===== config.mk =====
export PLATFORM = sky130hd
export DESIGN_NAME = rst_seq
export DESIGN_NICKNAME = d
export VERILOG_FILES = /design/src/rtl/rst_seq_pkg.sv /design/src/rtl/reset_sync.sv /design/src/rtl/rst_seq.sv
export SDC_FILE = /design/constraint.sdc
export NUM_CORES = 1
export LEC_CHECK = 0
export ABC_AREA = 0
export ABC_CLOCK_PERIOD_IN_PS = 1550
export BUFFER_PORTS_ARGS = -buffer_cell sky130_fd_sc_hd__buf_4
export CAP_MARGIN = 20
export CORE_MARGIN = 2
export CORE_UTILIZATION = 51
export DETAILED_ROUTE_END_ITERATION = 8
export PLACE_DENSITY = 0.73
export SYNTH_ARGS = -nofsm -noshare
export SYNTH_HDL_FRONTEND = slang
export SYNTH_HIERARCHICAL = 1
export SYNTH_SLANG_ARGS = --single-unit

===== constraint.sdc =====
create_clock -name clk -period 1.55 [get_ports clk]
set_input_delay 0.0775 -clock clk [delete_from_list [all_inputs] [get_ports clk]]
set_output_delay 0.0775 -clock clk [all_outputs]
set_load 0.005 [all_outputs]

===== src/rtl/rst_seq_pkg.sv =====
// Shared state encoding, reset-cause codes and sizing helper for the reset sequencer.
package rst_seq_pkg;

  typedef enum logic [2:0] {
    S_HOLD   = 3'd0,
    S_LOCK   = 3'd1,
    S_PERIPH = 3'd2,
    S_MEM    = 3'd3,
    S_CPU    = 3'd4,
    S_RUN    = 3'd5,
    S_SWRST  = 3'd6
  } state_e;

  localparam logic [1:0] CAUSE_POR = 2'b00;
  localparam logic [1:0] CAUSE_SW  = 2'b01;
  localparam logic [1:0] CAUSE_WDT = 2'b10;
  localparam logic [1:0] CAUSE_PLL = 2'b11;

  function automatic int max4(input int a, input int b, input int c, input int d);
    int m;
    m = a;
    if (b > m) m = b;
    if (c > m) m = c;
    if (d > m) m = d;
    return m;
  endfunction

endpackage


===== src/rtl/reset_sync.sv =====
// Asynchronous-assert, synchronous-release reset synchronizer of STAGES flops.
module reset_sync #(
  parameter int STAGES = 3
) (
  input  logic clk,
  input  logic rst_in_n,
  output logic rst_sync_n
);

  logic [STAGES-1:0] sync_q;
  logic [STAGES-1:0] sync_d;

  always_comb begin
    sync_d = {sync_q[STAGES-2:0], 1'b1};
  end

  always_ff @(posedge clk or negedge rst_in_n) begin
    if (!rst_in_n) sync_q <= '0;
    else           sync_q <= sync_d;
  end

  assign rst_sync_n = sync_q[STAGES-1];

endmodule


===== src/rtl/rst_seq.sv =====
// Power-on / software / watchdog / PLL-loss reset sequencer releasing the
// peripheral, memory and CPU resets in order, each from a single flop.
module rst_seq
  import rst_seq_pkg::*;
#(
  parameter int SYNC_STAGES = 3,
  parameter int PERIPH_DLY  = 16,
  parameter int MEM_DLY     = 64,
  parameter int CPU_DLY     = 16,
  parameter int SW_HOLD     = 32
) (
  input  logic       clk,
  input  logic       rst_in_n,
  input  logic       pll_locked,
  input  logic       sw_rst_req,
  input  logic       wdt_expire,
  output logic       rst_periph_n,
  output logic       rst_mem_n,
  output logic       rst_cpu_n,
  output logic [1:0] rst_cause,
  output logic       seq_done
);

  localparam int CNT_W = $clog2(max4(PERIPH_DLY, MEM_DLY, CPU_DLY, SW_HOLD)) + 1;
  localparam logic [CNT_W-1:0] PERIPH_LAST = CNT_W'(PERIPH_DLY - 1);
  localparam logic [CNT_W-1:0] MEM_LAST    = CNT_W'(MEM_DLY - 1);
  localparam logic [CNT_W-1:0] CPU_LAST    = CNT_W'(CPU_DLY - 1);
  localparam logic [CNT_W-1:0] SW_LAST     = CNT_W'(SW_HOLD - 1);
  localparam logic [CNT_W-1:0] CNT_MAX     = '1;

  logic             rst_sync_n;
  logic [1:0]       pll_q, pll_d;
  logic             pll_sync;
  state_e           state_q, state_d;
  logic [CNT_W-1:0] cnt_q, cnt_d;
  logic [1:0]       cause_q, cause_d;
  logic             periph_q, periph_d;
  logic             mem_q, mem_d;
  logic             cpu_q, cpu_d;
  logic             done_q, done_d;

  reset_sync #(
    .STAGES(SYNC_STAGES)
  ) u_reset_sync (
    .clk       (clk),
    .rst_in_n  (rst_in_n),
    .rst_sync_n(rst_sync_n)
  );

  always_comb begin
    pll_d = {pll_q[0], pll_locked};
  end

  assign pll_sync = pll_q[1];

  always_comb begin
    state_d = state_q;
    cause_d = cause_q;
    case (state_q)
      S_HOLD:   if (rst_sync_n) state_d = S_LOCK;
      S_LOCK:   if (pll_sync) state_d = S_PERIPH;
      S_PERIPH: begin
        if (!pll_sync) begin
          state_d = S_LOCK;
          cause_d = CAUSE_PLL;
        end else if (cnt_q == PERIPH_LAST) begin
          state_d = S_MEM;
        end
      end
      S_MEM: begin
        if (!pll_sync) begin
          state_d = S_LOCK;
          cause_d = CAUSE_PLL;
        end else if (cnt_q == MEM_LAST) begin
          state_d = S_CPU;
        end
      end
      S_CPU: begin
        if (!pll_sync) begin
          state_d = S_LOCK;
          cause_d = CAUSE_PLL;
        end else if (cnt_q == CPU_LAST) begin
          state_d = S_RUN;
        end
      end
      // Only the highest-priority event is allowed to record a cause.
      S_RUN: begin
        if (!pll_sync) begin
          state_d = S_LOCK;
          cause_d = CAUSE_PLL;
        end else if (wdt_expire) begin
          state_d = S_SWRST;
          cause_d = CAUSE_WDT;
        end else if (sw_rst_req) begin
          state_d = S_SWRST;
          cause_d = CAUSE_SW;
        end
      end
      S_SWRST:  if (cnt_q == SW_LAST) state_d = S_LOCK;
      default:  state_d = S_HOLD;
    endcase
  end

  // Counter restarts on every state change and saturates instead of wrapping.
  always_comb begin
    if (state_d != state_q)   cnt_d = '0;
    else if (cnt_q == CNT_MAX) cnt_d = cnt_q;
    else                       cnt_d = cnt_q + CNT_W'(1);
  end

  // Output flops are decoded from the next state so each release lands on the
  // same edge as the transition that earns it.
  always_comb begin
    periph_d = state_d inside {S_MEM, S_CPU, S_RUN};
    mem_d    = state_d inside {S_CPU, S_RUN};
    cpu_d    = (state_d == S_RUN);
    done_d   = (state_d == S_RUN);
  end

  always_ff @(posedge clk or negedge rst_in_n) begin
    if (!rst_in_n) begin
      pll_q    <= '0;
      state_q  <= S_HOLD;
      cnt_q    <= '0;
      cause_q  <= CAUSE_POR;
      periph_q <= 1'b0;
      mem_q    <= 1'b0;
      cpu_q    <= 1'b0;
      done_q   <= 1'b0;
    end else begin
      pll_q    <= pll_d;
      state_q  <= state_d;
      cnt_q    <= cnt_d;
      cause_q  <= cause_d;
      periph_q <= periph_d;
      mem_q    <= mem_d;
      cpu_q    <= cpu_d;
      done_q   <= done_d;
    end
  end

  assign rst_periph_n = periph_q;
  assign rst_mem_n    = mem_q;
  assign rst_cpu_n    = cpu_q;
  assign seq_done     = done_q;
  assign rst_cause    = cause_q;

endmodule

==> out/results.ini, run 1 <==
[run_status]
status=complete, but fails checks
violations=setup timing

[sta]
final_max_slew_viol_count=0
hold_violations=0
holdWs_ps=20.4
rsz0062_at_grt=true
finalWorstSetupSlack_ps=-175
setup_viol=12
post-route-period-util=1.11
fmax_mhz=580
setup_tns_ps=-1320
min_period_ps=1720
finClkSkew_ps=6.68

[pwr]
pwr-share-clk=0.197
combPwrFrac=0.506
p_total_uw=2240
seq_power_share=0.298
p_int_uw=1430
sw_frac_of_total=0.363
leakagePower_uw=0.000748
switchingPower_uw=815
p_per_area_mw_per_mm2=1360
irDropWorstVdd_mv=1.00

[drt]
first_pass_iters=4
wl_per_cell_um=16.9
drt-total-wl_um=3260
antenna_left=0
vias=1166
drc=0
drtIter0Drc=19
via_per_inst=6.04

[logic_synthesis]
synth_top_cell_by_area=dfrtp_1
synth_common_cells=20 x dfrtp_1, 10 x nand2_1, 8 x nor2_1, 8 x nor3_1, 8 x o21ai_0
synth_ff_type=dfrtp_1
synth_area_mm2=0.00116
async_flop_share=1.00
yosys-top-cells-area=dfrtp_1 43%, nor3_1 3.4%, o21ai_0 3.4%
ys_warn_count=6
synth.distinct_cells=49
synth_seq_cells=20
syn_inst=124
synth_area_per_cell_um2=9.38
synthesis.nets=130
yosysTopAreaCellShare=0.430
synth_edf_count=0
synth.most_common_cell=dfrtp_1
ys_seq_area_frac=0.430

[grt]
grt_pass1_wl_um=5200
grtUsageTotal=0.271
grt_overflow_total=0
antenna_found_initial=0
grt_max_degree=21
grt_pass1_vias=1164

[placed_design]
dp_slack_ps=-270
port_buffers=10
hpwl_um=2150
finalWeightedCongestion=0.952

[setup_path]
critPathArrivalTime_ps=1930
reg2regPathDepth=5
path_class=register to register
cp_cell_sequence=nand3b_1 -> o31ai_1 -> o211ai_1 -> nor2_4 -> nor3_1
rr_startpoint=cnt_q[6]$_DFFE_PN0P_
cp-startpoint=cnt_q[6]$_DFFE_PN0P_
worstPathRequired_ps=1760
worst_path_largest_cell_delay_ps=420
end_kind=register
critical-path-slowest-cell=o31ai_1
crit_path_start_kind=register
critical_path_peak_fanout=7

[clock_tree]
cts_tree=yes
cts_buffer_depth=2
clock_sinks=20
htreeDepth=1
numCtsBuffers=3
clk_pin_slew_worst_paths_ps=120
clk_latency_ps=320
cts.root.buffer_cell=clkbuf_4

[floorplan]
die_height_um=51.8
dieArea_mm2=0.00268
start_util=0.531
num_io_pins=11
die_w_um=51.8
core_mm2=0.00219
num_rows=17

[finish]
nFillCells=159
regArea_um2=504
areaGrowthSynthToFinish_pct=41.2
multi_input_area_um2=689
final_core_util=0.750
finalNetCount=172
n_antenna_cell=0
layout-drive-gt1-share=0.424

[flow_run]
cap_violations=0

[min_path]
hold_depth=2
hold_path.class=input pin to register
min-delay-start=wdt_expire

## layer usage
layer,track usage,share of wire,vias to the layer above
met5,0,0,-
met4,0.145,0.029,0
met3,0.0345,0.056,11
met2,0.447,0.50,46
met1,0.347,0.41,573
li1,-,-,536
## final timing paths
check / endpoint / slack, ps
worst max register to register: cnt_q[4]$_DFFE_PN0P_ / -170
worst min register to register: u_reset_sync/sync_q[2]$_DFF_PN0_ / 360
worst min-delay path: rst_cause[0]$_DFFE_PN0P_ / 20
max in group asynchronous: pll_q[1]$_DFF_PN0_ / 1180
min in group asynchronous: cnt_q[3]$_DFFE_PN0P_ / 150
worst max-delay path: cnt_q[4]$_DFFE_PN0P_ / -170
## cell type report
type,instances,share of cell area
multi-input cells,91,0.420
flip-flops and latches,20,0.307
repair buffers,45,0.209
well taps,28,0.0213
clock inverters,1,0.0183
clock buffers,3,0.0137
inverters,5,0.0114
## cells in the final DEF, fill, tap and decap left out, types with 2 or more instances in the layout
| master | Yosys | final |
|---|---|---|
| mux2_2 | 2 | 2 |
| nor2b_1 | 3 | 2 |
| o21ai_0 | 8 | 6 |
| dfrtp_1 | 20 | 17 |
| nor3_1 | 8 | 5 |
| nand3_1 | 3 | 3 |
| nor2_1 | 8 | 7 |
| a21oi_1 | 7 | 7 |
| inv_1 | 5 | 5 |
| buf_4 | 3 | 43 |
| dlygate4sd3_1 | 0 | 2 |
| nor3b_1 | 2 | 2 |
| nor3_2 | 1 | 4 |
| nand2_1 | 10 | 9 |
| o21ai_1 | 2 | 4 |
| clkbuf_4 | 0 | 3 |
| o211ai_1 | 2 | 2 |
| o311ai_1 | 0 | 2 |
| dfrtp_2 | 0 | 3 |
## kinds of logic (layout without fill, tap and decap cells)
group	Yosys count	count (layout)	synth area share
AOI/OAI and AO/OA	36	36	0.216
xor gates and xnor gates	2	2	0.0151
adders and majority gates	1	1	0.0108
buffers and inverters	13	54	0.0559
DFF	20	20	0.430
muxes	3	3	0.0280
other	1	1	0.00322
and+or+nand+nor	48	48	0.241
## power groups by stage
| stage | Combinational, uW | Sequential (uW) | Clock (uW) |
|---|---|---|---|
| finish | 1130 | 668 | 441 |
| global route | 1230 | 677 | 453 |
| CTS | 1070 | 664 | 442 |
| detailed placement | 1000 | 674 | 0 |
| global placement | 964 | 670 | 0 |
| floorplan | 582 | 661 | 0 |
## registers in the layout (all words and copies together) (netlist names)
signal and flops:
cnt_q 7, rst_mem_n 1, seq_done 1, pll_q 2, rst_periph_n 1, u_reset_sync/sync_q 3
state_q 3, rst_cause 2
## critical path, delay by kind of cell (launching register included)
kind | cells | cell delay, ps
flops | 1 | 410
compound gates | 2 | 620
simple gates | 3 | 580
## per-stage QoR
step | instance area, um^2 | cells
final | 1640 | 193
after global routing | 1640 | 193
after CTS | 1610 | 192
after detailed placement | 1490 | 184
after global placement | 1490 | 184
after floorplan | 1200 | 124
## what timing repair did
| action | CTS | global route |
|---|---|---|
| setup endpoints to repair | 12 | 12 |
| pin swaps | 8 | 1 |
| endpoints found under the hold margin | 21 | 0 |
| resized for setup | 14 | 5 |
| buffers inserted | 2 | 1 |
| hold buffers | 2 | 0 |
(Power assumes the default switching activity.)
==> run 2, diff against run 1 <==
Settings changed: SETUP_SLACK_MARGIN from default to 0.2, TNS_END_PERCENT from default to 5.
==> out/results.ini, run 2 (synthesis gave the netlist of run 1 again) <==
[run_status]
status=complete, but fails checks  ; unchanged
violations=setup timing  ; unchanged

[placed_design]
placed_area_mm2=0.00144  ; was 0.00149 mm^2
hpwl_um=2090  ; was 2150 um
port_buffers=10  ; unchanged
finalWeightedCongestion=0.981  ; was 0.952

[drt]
antenna_left=0  ; unchanged
routed.top_layer=met4  ; unchanged
met1Wirelength_um=1390  ; was 1350 um
wl_met3_um=172  ; was 183 um
drt-total-wl_um=3140  ; was 3260 um
first_pass_iters=4  ; unchanged
drtIter0Drc=43  ; was 19
dr_wl_met2_um=1560  ; was 1630 um
via_per_inst=6.06  ; was 6.04
drc=0  ; unchanged
vias=1169  ; was 1166
wl_per_cell_um=16.3  ; was 16.9 um

[flow_run]
cap_violations=0  ; unchanged

[grt]
grt_pass1_vias=1091  ; was 1164
grtUsageTotal=0.246  ; was 0.271
grt_overflow_total=0  ; unchanged
grt_pass1_wl_um=4980  ; was 5200 um
grt_max_degree=21  ; unchanged
antenna_found_initial=0  ; unchanged

[min_path]
hold_path.class=input pin to register  ; unchanged
min-delay-start=wdt_expire  ; unchanged

[finish]
layout-drive-gt1-share=0.448  ; was 0.424
regMostFlops=cnt_q  ; unchanged
finalNetCount=172  ; unchanged
reg.largest.list=cnt_q (7), state_q (3), u_reset_sync/sync_q (3)  ; unchanged
multi_input_area_um2=698  ; was 689 um^2
regArea_um2=505  ; was 504 um^2
areaGrowthSynthToFinish_pct=41.3  ; was 41.2%
largest_reg_flops=7  ; unchanged
n_antenna_cell=0  ; unchanged
nFillCells=139  ; was 159
mostFrequentLayoutCell=buf_4  ; unchanged
fin_area_mm2=0.00164  ; about the same
layout_common_cells=41 x buf_4, 16 x dfrtp_1, 9 x nand2_1  ; was 43 x buf_4, 17 x dfrtp_1, 9 x nand2_1

[setup_path]
path_class=register to register  ; unchanged
rr_endpoint=cnt_q[5]$_DFFE_PN0P_  ; was cnt_q[4]$_DFFE_PN0P_
critical_path_peak_fanout=10  ; was 7
rr_startpoint=state_q[2]$_DFF_PN0_  ; was cnt_q[6]$_DFFE_PN0P_
crit_path_start_kind=register  ; unchanged
cp-endpoint=cnt_q[5]$_DFFE_PN0P_  ; was cnt_q[4]$_DFFE_PN0P_
worstPathRequired_ps=1770  ; was 1760 ps
end_kind=register  ; unchanged
critPathArrivalTime_ps=1850  ; was 1930 ps
cp-startpoint=state_q[2]$_DFF_PN0_  ; was cnt_q[6]$_DFFE_PN0P_
reg2regPathDepth=6  ; was 5
r2r_slack_ps=-80  ; was -170 ps

[floorplan]
start_util=0.531  ; unchanged
die_height_um=51.8  ; unchanged
core_mm2=0.00219  ; unchanged
die_w_um=51.8  ; unchanged
dieArea_mm2=0.00268  ; unchanged
num_rows=17  ; unchanged
num_io_pins=11  ; unchanged

[clock_tree]
clock_sinks=20  ; unchanged
numCtsBuffers=3  ; unchanged
clk_latency_ps=300  ; was 320 ps
cts_tree=yes  ; unchanged
clk_pin_slew_worst_paths_ps=110  ; was 120 ps
cts_buffer_depth=2  ; unchanged
htreeDepth=1  ; unchanged
cts.root.buffer_cell=clkbuf_4  ; unchanged

[sta]
finalWorstSetupSlack_ps=-82.2  ; was -175 ps
final_max_slew_viol_count=0  ; unchanged
rsz0062_at_grt=true  ; unchanged
setup_viol=9  ; was 12
min_period_ps=1630  ; was 1720 ps
post-route-period-util=1.05  ; was 1.11
fmax_mhz=613  ; was 580 MHz
finClkSkew_ps=2.50  ; was 6.68 ps
hold_violations=0  ; unchanged

[pwr]
leakagePower_uw=0.000745  ; was 0.000748 uW
p_total_uw=2030  ; was 2240 uW
irDropWorstVdd_mv=1.20  ; was 1.00 mV
p_per_area_mw_per_mm2=1240  ; was 1360 mW/mm^2

==> run 2: cell types whose count changed in the layout (fill, tap and decap cells not counted), moves of 2 or more <==
cell     previous run  this run
o21ai_1             4         1
a21oi_1             7         5
a21oi_2             0         2
buf_4              43        41
buf_6               0         2
==> run 2: area by class of cell <==
class | instances | area share
clock buffer | 4 | 0.0221
inverter | 5 | 0.0114
multi-input combinational | 91 | 0.425
sequential | 20 | 0.307
tap | 28 | 0.0213
timing repair buffer | 45 | 0.213
==> run 2: how the worst min path moves through the flow <==
stage | to | slack (ps) | cells after the start
2_1_floorplan | cnt_q[0]$_DFFE_PN0P_ | -220 | 0
5_1_grt | rst_cause[0]$_DFFE_PN0P_ | 50 | 2
3_5_place_dp | cnt_q[4]$_DFFE_PN0P_ | -30 | 1
6_report | rst_cause[0]$_DFFE_PN0P_ | 30 | 2
4_1_cts | rst_cause[0]$_DFFE_PN0P_ | 20 | 2
3_3_place_gp | cnt_q[0]$_DFFE_PN0P_ | -40 | 1
==> run 2: stage by stage <==
step | utilization | TNS [ps] | std cells | worst slack [ps] | hold WS [ps]
floorplan | - | -368 | 124 | -84.4 | -218
global placement | 0.655 | -1550 | 181 | -184 | -38.6
detailed placement | 0.655 | -2360 | 181 | -263 | -33.6
CTS | 0.709 | -659 | 188 | -78.6 | 22.4
global route | 0.750 | -1250 | 193 | -151 | 45.1
finish | 0.750 | -390 | 193 | -82.2 | 27.1
==> run 2: critical path, stage by stage (launching register included) <==
cell      delay, ps
dfrtp_2         460
buf_4           210
and3b_1         240
o21ai_0         110
o211ai_1        170
nor2_4          110
nor4bb_2        260
==> run 2: per-layer routing <==
metal	GRT usage	up-vias
li1	-	539
met1	0.364	580
met3	0.0259	2
met5	0	-
met2	0.389	48
met4	0.0614	0
==> run 2: what timing repair did <==
action / CTS / global route
endpoints found under the setup margin: 15 / 15
gates resized for setup: 14 / 14
hold endpoints to repair: 21 / 0
pin swaps: 9 / 9
hold buffers: 2 / 0
setup buffers: 1 / 5
==> run 2: power by group <==
group	internal (uW)	leakage, uW	total, uW	switching, uW
sequential	596	0.000242	668	72.0
combinational	521	0.000482	1060	539
clock	143	0.0000210	306	162
==> run 3, diff against run 2 <==
Settings changed: CORE_UTILIZATION 51 to 40, PLACE_DENSITY 0.73 to default, SLEW_MARGIN from default to 25.
==> out/results.ini, run 3 (synthesis gave the netlist of run 1 again) <==
[run_status]
violations=setup timing  ; unchanged
status=complete, but fails checks  ; unchanged

[drt]
first_pass_iters=5  ; was 4
met1Wirelength_um=1410  ; was 1390 um
vias=1104  ; was 1169
drtIter0Drc=41  ; was 43
drt-total-wl_um=2990  ; was 3140 um
via_per_inst=5.66  ; was 6.06
wl_met3_um=120  ; was 172 um
routed.top_layer=met4  ; unchanged
drc=0  ; unchanged
antenna_left=0  ; unchanged
dr_wl_met2_um=1420  ; was 1560 um
wl_per_cell_um=15.3  ; was 16.3 um

[finish]
fin_cells=195  ; was 193
layout-drive-gt1-share=0.482  ; was 0.448
finalNetCount=171  ; was 172
reg.largest.list=cnt_q (7), state_q (3), u_reset_sync/sync_q (3)  ; unchanged
largest_reg_flops=7  ; unchanged
mostFrequentLayoutCell=buf_4  ; unchanged
n_antenna_cell=0  ; unchanged
layout_common_cells=39 x buf_4, 16 x dfrtp_1, 9 x nand2_1  ; was 41 x buf_4, 16 x dfrtp_1, 9 x nand2_1
areaGrowthSynthToFinish_pct=46.1  ; was 41.3%
nFillCells=225  ; was 139
regMostFlops=cnt_q  ; unchanged
final_core_util=0.617  ; was 0.750
fin_area_mm2=0.00170  ; was 0.00164 mm^2

[sta]
final_max_slew_viol_count=0  ; unchanged
rsz0062_at_grt=true  ; unchanged
min_period_ps=1620  ; was 1630 ps
post-route-period-util=1.04  ; was 1.05
holdWs_ps=28.0  ; was 27.1 ps
finClkSkew_ps=7.04  ; was 2.50 ps
finalWorstSetupSlack_ps=-68.0  ; was -82.2 ps
setup_viol=9  ; unchanged
fmax_mhz=618  ; was 613 MHz
hold_violations=0  ; unchanged

[setup_path]
end_kind=register  ; unchanged
path_delay_family=simple AND/OR/NAND/NOR gates  ; unchanged
crit_path_start_kind=register  ; unchanged
rr_startpoint=cnt_q[1]$_DFFE_PN0P_  ; was state_q[2]$_DFF_PN0_
cp_cell_sequence=ha_4 -> nand2_4 -> or3_4 -> mux2_2 -> nand2_1 -> nor3_2  ; was buf_4 -> and3b_1 -> o21ai_0 -> o211ai_1 -> nor2_4 -> nor4bb_2
path_buf_inv=0  ; was 1
worstPathRequired_ps=1740  ; was 1770 ps
reg2regPathDepth=6  ; unchanged
path_class=register to register  ; unchanged
worst_path_largest_cell_delay_ps=410  ; was 460 ps
r2r_slack_ps=-70  ; was -80 ps
critical-path-slowest-cell=dfrtp_1  ; was dfrtp_2
critPathArrivalTime_ps=1800  ; was 1850 ps
critical_path_peak_fanout=5  ; was 10
rr_endpoint=cnt_q[1]$_DFFE_PN0P_  ; was cnt_q[5]$_DFFE_PN0P_

[placed_design]
finalWeightedCongestion=0.870  ; was 0.981
dp_slack_ps=-384  ; was -263 ps
placed_area_mm2=0.00145  ; was 0.00144 mm^2
hpwl_um=2150  ; was 2090 um
port_buffers=10  ; unchanged
place_inst=186  ; was 181

[floorplan]
num_io_pins=11  ; unchanged
core_mm2=0.00276  ; was 0.00219 mm^2
start_util=0.422  ; was 0.531
dieArea_mm2=0.00336  ; was 0.00268 mm^2
num_rows=19  ; was 17
die_height_um=57.9  ; was 51.8 um
die_w_um=57.9  ; was 51.8 um

[min_path]
hold_path.class=input pin to register  ; unchanged
min-delay-start=wdt_expire  ; unchanged
min_to=rst_cause[0]$_DFFE_PN0P_  ; unchanged
hold_depth=2  ; unchanged

[grt]
antenna_found_initial=0  ; unchanged
grt_max_degree=21  ; unchanged
grt_overflow_total=0  ; unchanged
grtUsageTotal=0.194  ; was 0.246
grt_pass1_vias=1094  ; was 1091
grt_pass1_wl_um=5060  ; was 4980 um

[clock_tree]
clock_sinks=20  ; unchanged
cts_tree=yes  ; unchanged
clk_latency_ps=300  ; about the same
cts_buffer_depth=2  ; unchanged
clk_pin_slew_worst_paths_ps=120  ; was 110 ps
numCtsBuffers=3  ; unchanged
cts.root.buffer_cell=clkbuf_4  ; unchanged
htreeDepth=1  ; unchanged

[flow_run]
cap_violations=0  ; unchanged

[pwr]
p_per_area_mw_per_mm2=1330  ; was 1240 mW/mm^2
leakagePower_uw=0.000763  ; was 0.000745 uW
irDropWorstVdd_mv=1.27  ; was 1.20 mV

## run 3: cell count changes in the layout (fill, tap and decap cells not counted), sizes merged
cell	delta
bufinv	+1
buf	-1
clkbuf	-1
## run 3: power breakdown
part / switching (uW) / leakage, uW / total (uW) / internal (uW)
combinational: 567 / 0.000492 / 1160 / 588
sequential: 80.4 / 0.000243 / 677 / 597
clock: 161 / 0.0000279 / 422 / 261
## run 3: worst max path at each step
stage                                    start                     end  cells after the start  slack, ps
after global placement    cnt_q[1]$_DFFE_PN0P_    cnt_q[5]$_DFFE_PN0P_                      7       -230
after detailed placement  cnt_q[1]$_DFFE_PN0P_    cnt_q[5]$_DFFE_PN0P_                      5       -380
after CTS                 cnt_q[0]$_DFFE_PN0P_  rst_periph_n$_DFF_PN0_                      6        -90
after global routing      cnt_q[1]$_DFFE_PN0P_    cnt_q[5]$_DFFE_PN0P_                      7       -160
final                     cnt_q[1]$_DFFE_PN0P_    cnt_q[1]$_DFFE_PN0P_                      6        -70
after floorplan           cnt_q[0]$_DFFE_PN0P_    cnt_q[1]$_DFFE_PN0P_                      7        -80
## run 3: per-layer routing
| layer | up-vias | GRT usage |
|---|---|---|
| met1 | 532 | 0.288 |
| li1 | 536 | - |
| met5 | - | 0 |
| met2 | 32 | 0.300 |
| met3 | 4 | 0.0156 |
| met4 | 0 | 0.0664 |
## run 3: cell type report
type,instances,area (um^2),share of cell area
timing repair buffer,44,347,0.204
sequential,20,505,0.297
clock buffer,3,22.5,0.0132
multi-input combinational,91,738,0.434
tap,31,38.8,0.0228
clock inverter,1,30.0,0.0177
inverter,5,18.8,0.0110
## run 3: stage by stage
step	TNS (ps)	power [uW]
after global placement	-1830	1560
after CTS	-503	2170
final	-456	2250
after detailed placement	-2530	1580
after floorplan	-368	1200
after global routing	-1430	2390
## run 3: timing repair
| action | CTS | global route |
|---|---|---|
| pin swaps | 14 | 4 |
| endpoints found under the hold margin | 21 | 0 |
| setup endpoints to repair | 15 | 15 |
| setup buffers | 3 | 0 |
| gates resized for setup | 21 | 16 |
| hold buffers | 2 | 0 |
## run 3: worst register-to-register path, delay by kind of cell, from the launching register on
family                   cells  cell delay (ps)
AND/OR/NAND/NOR              4              610
flip-flops                   1              410
multiplexers                 1              290
adder cells (fa/ha/maj)      1              190
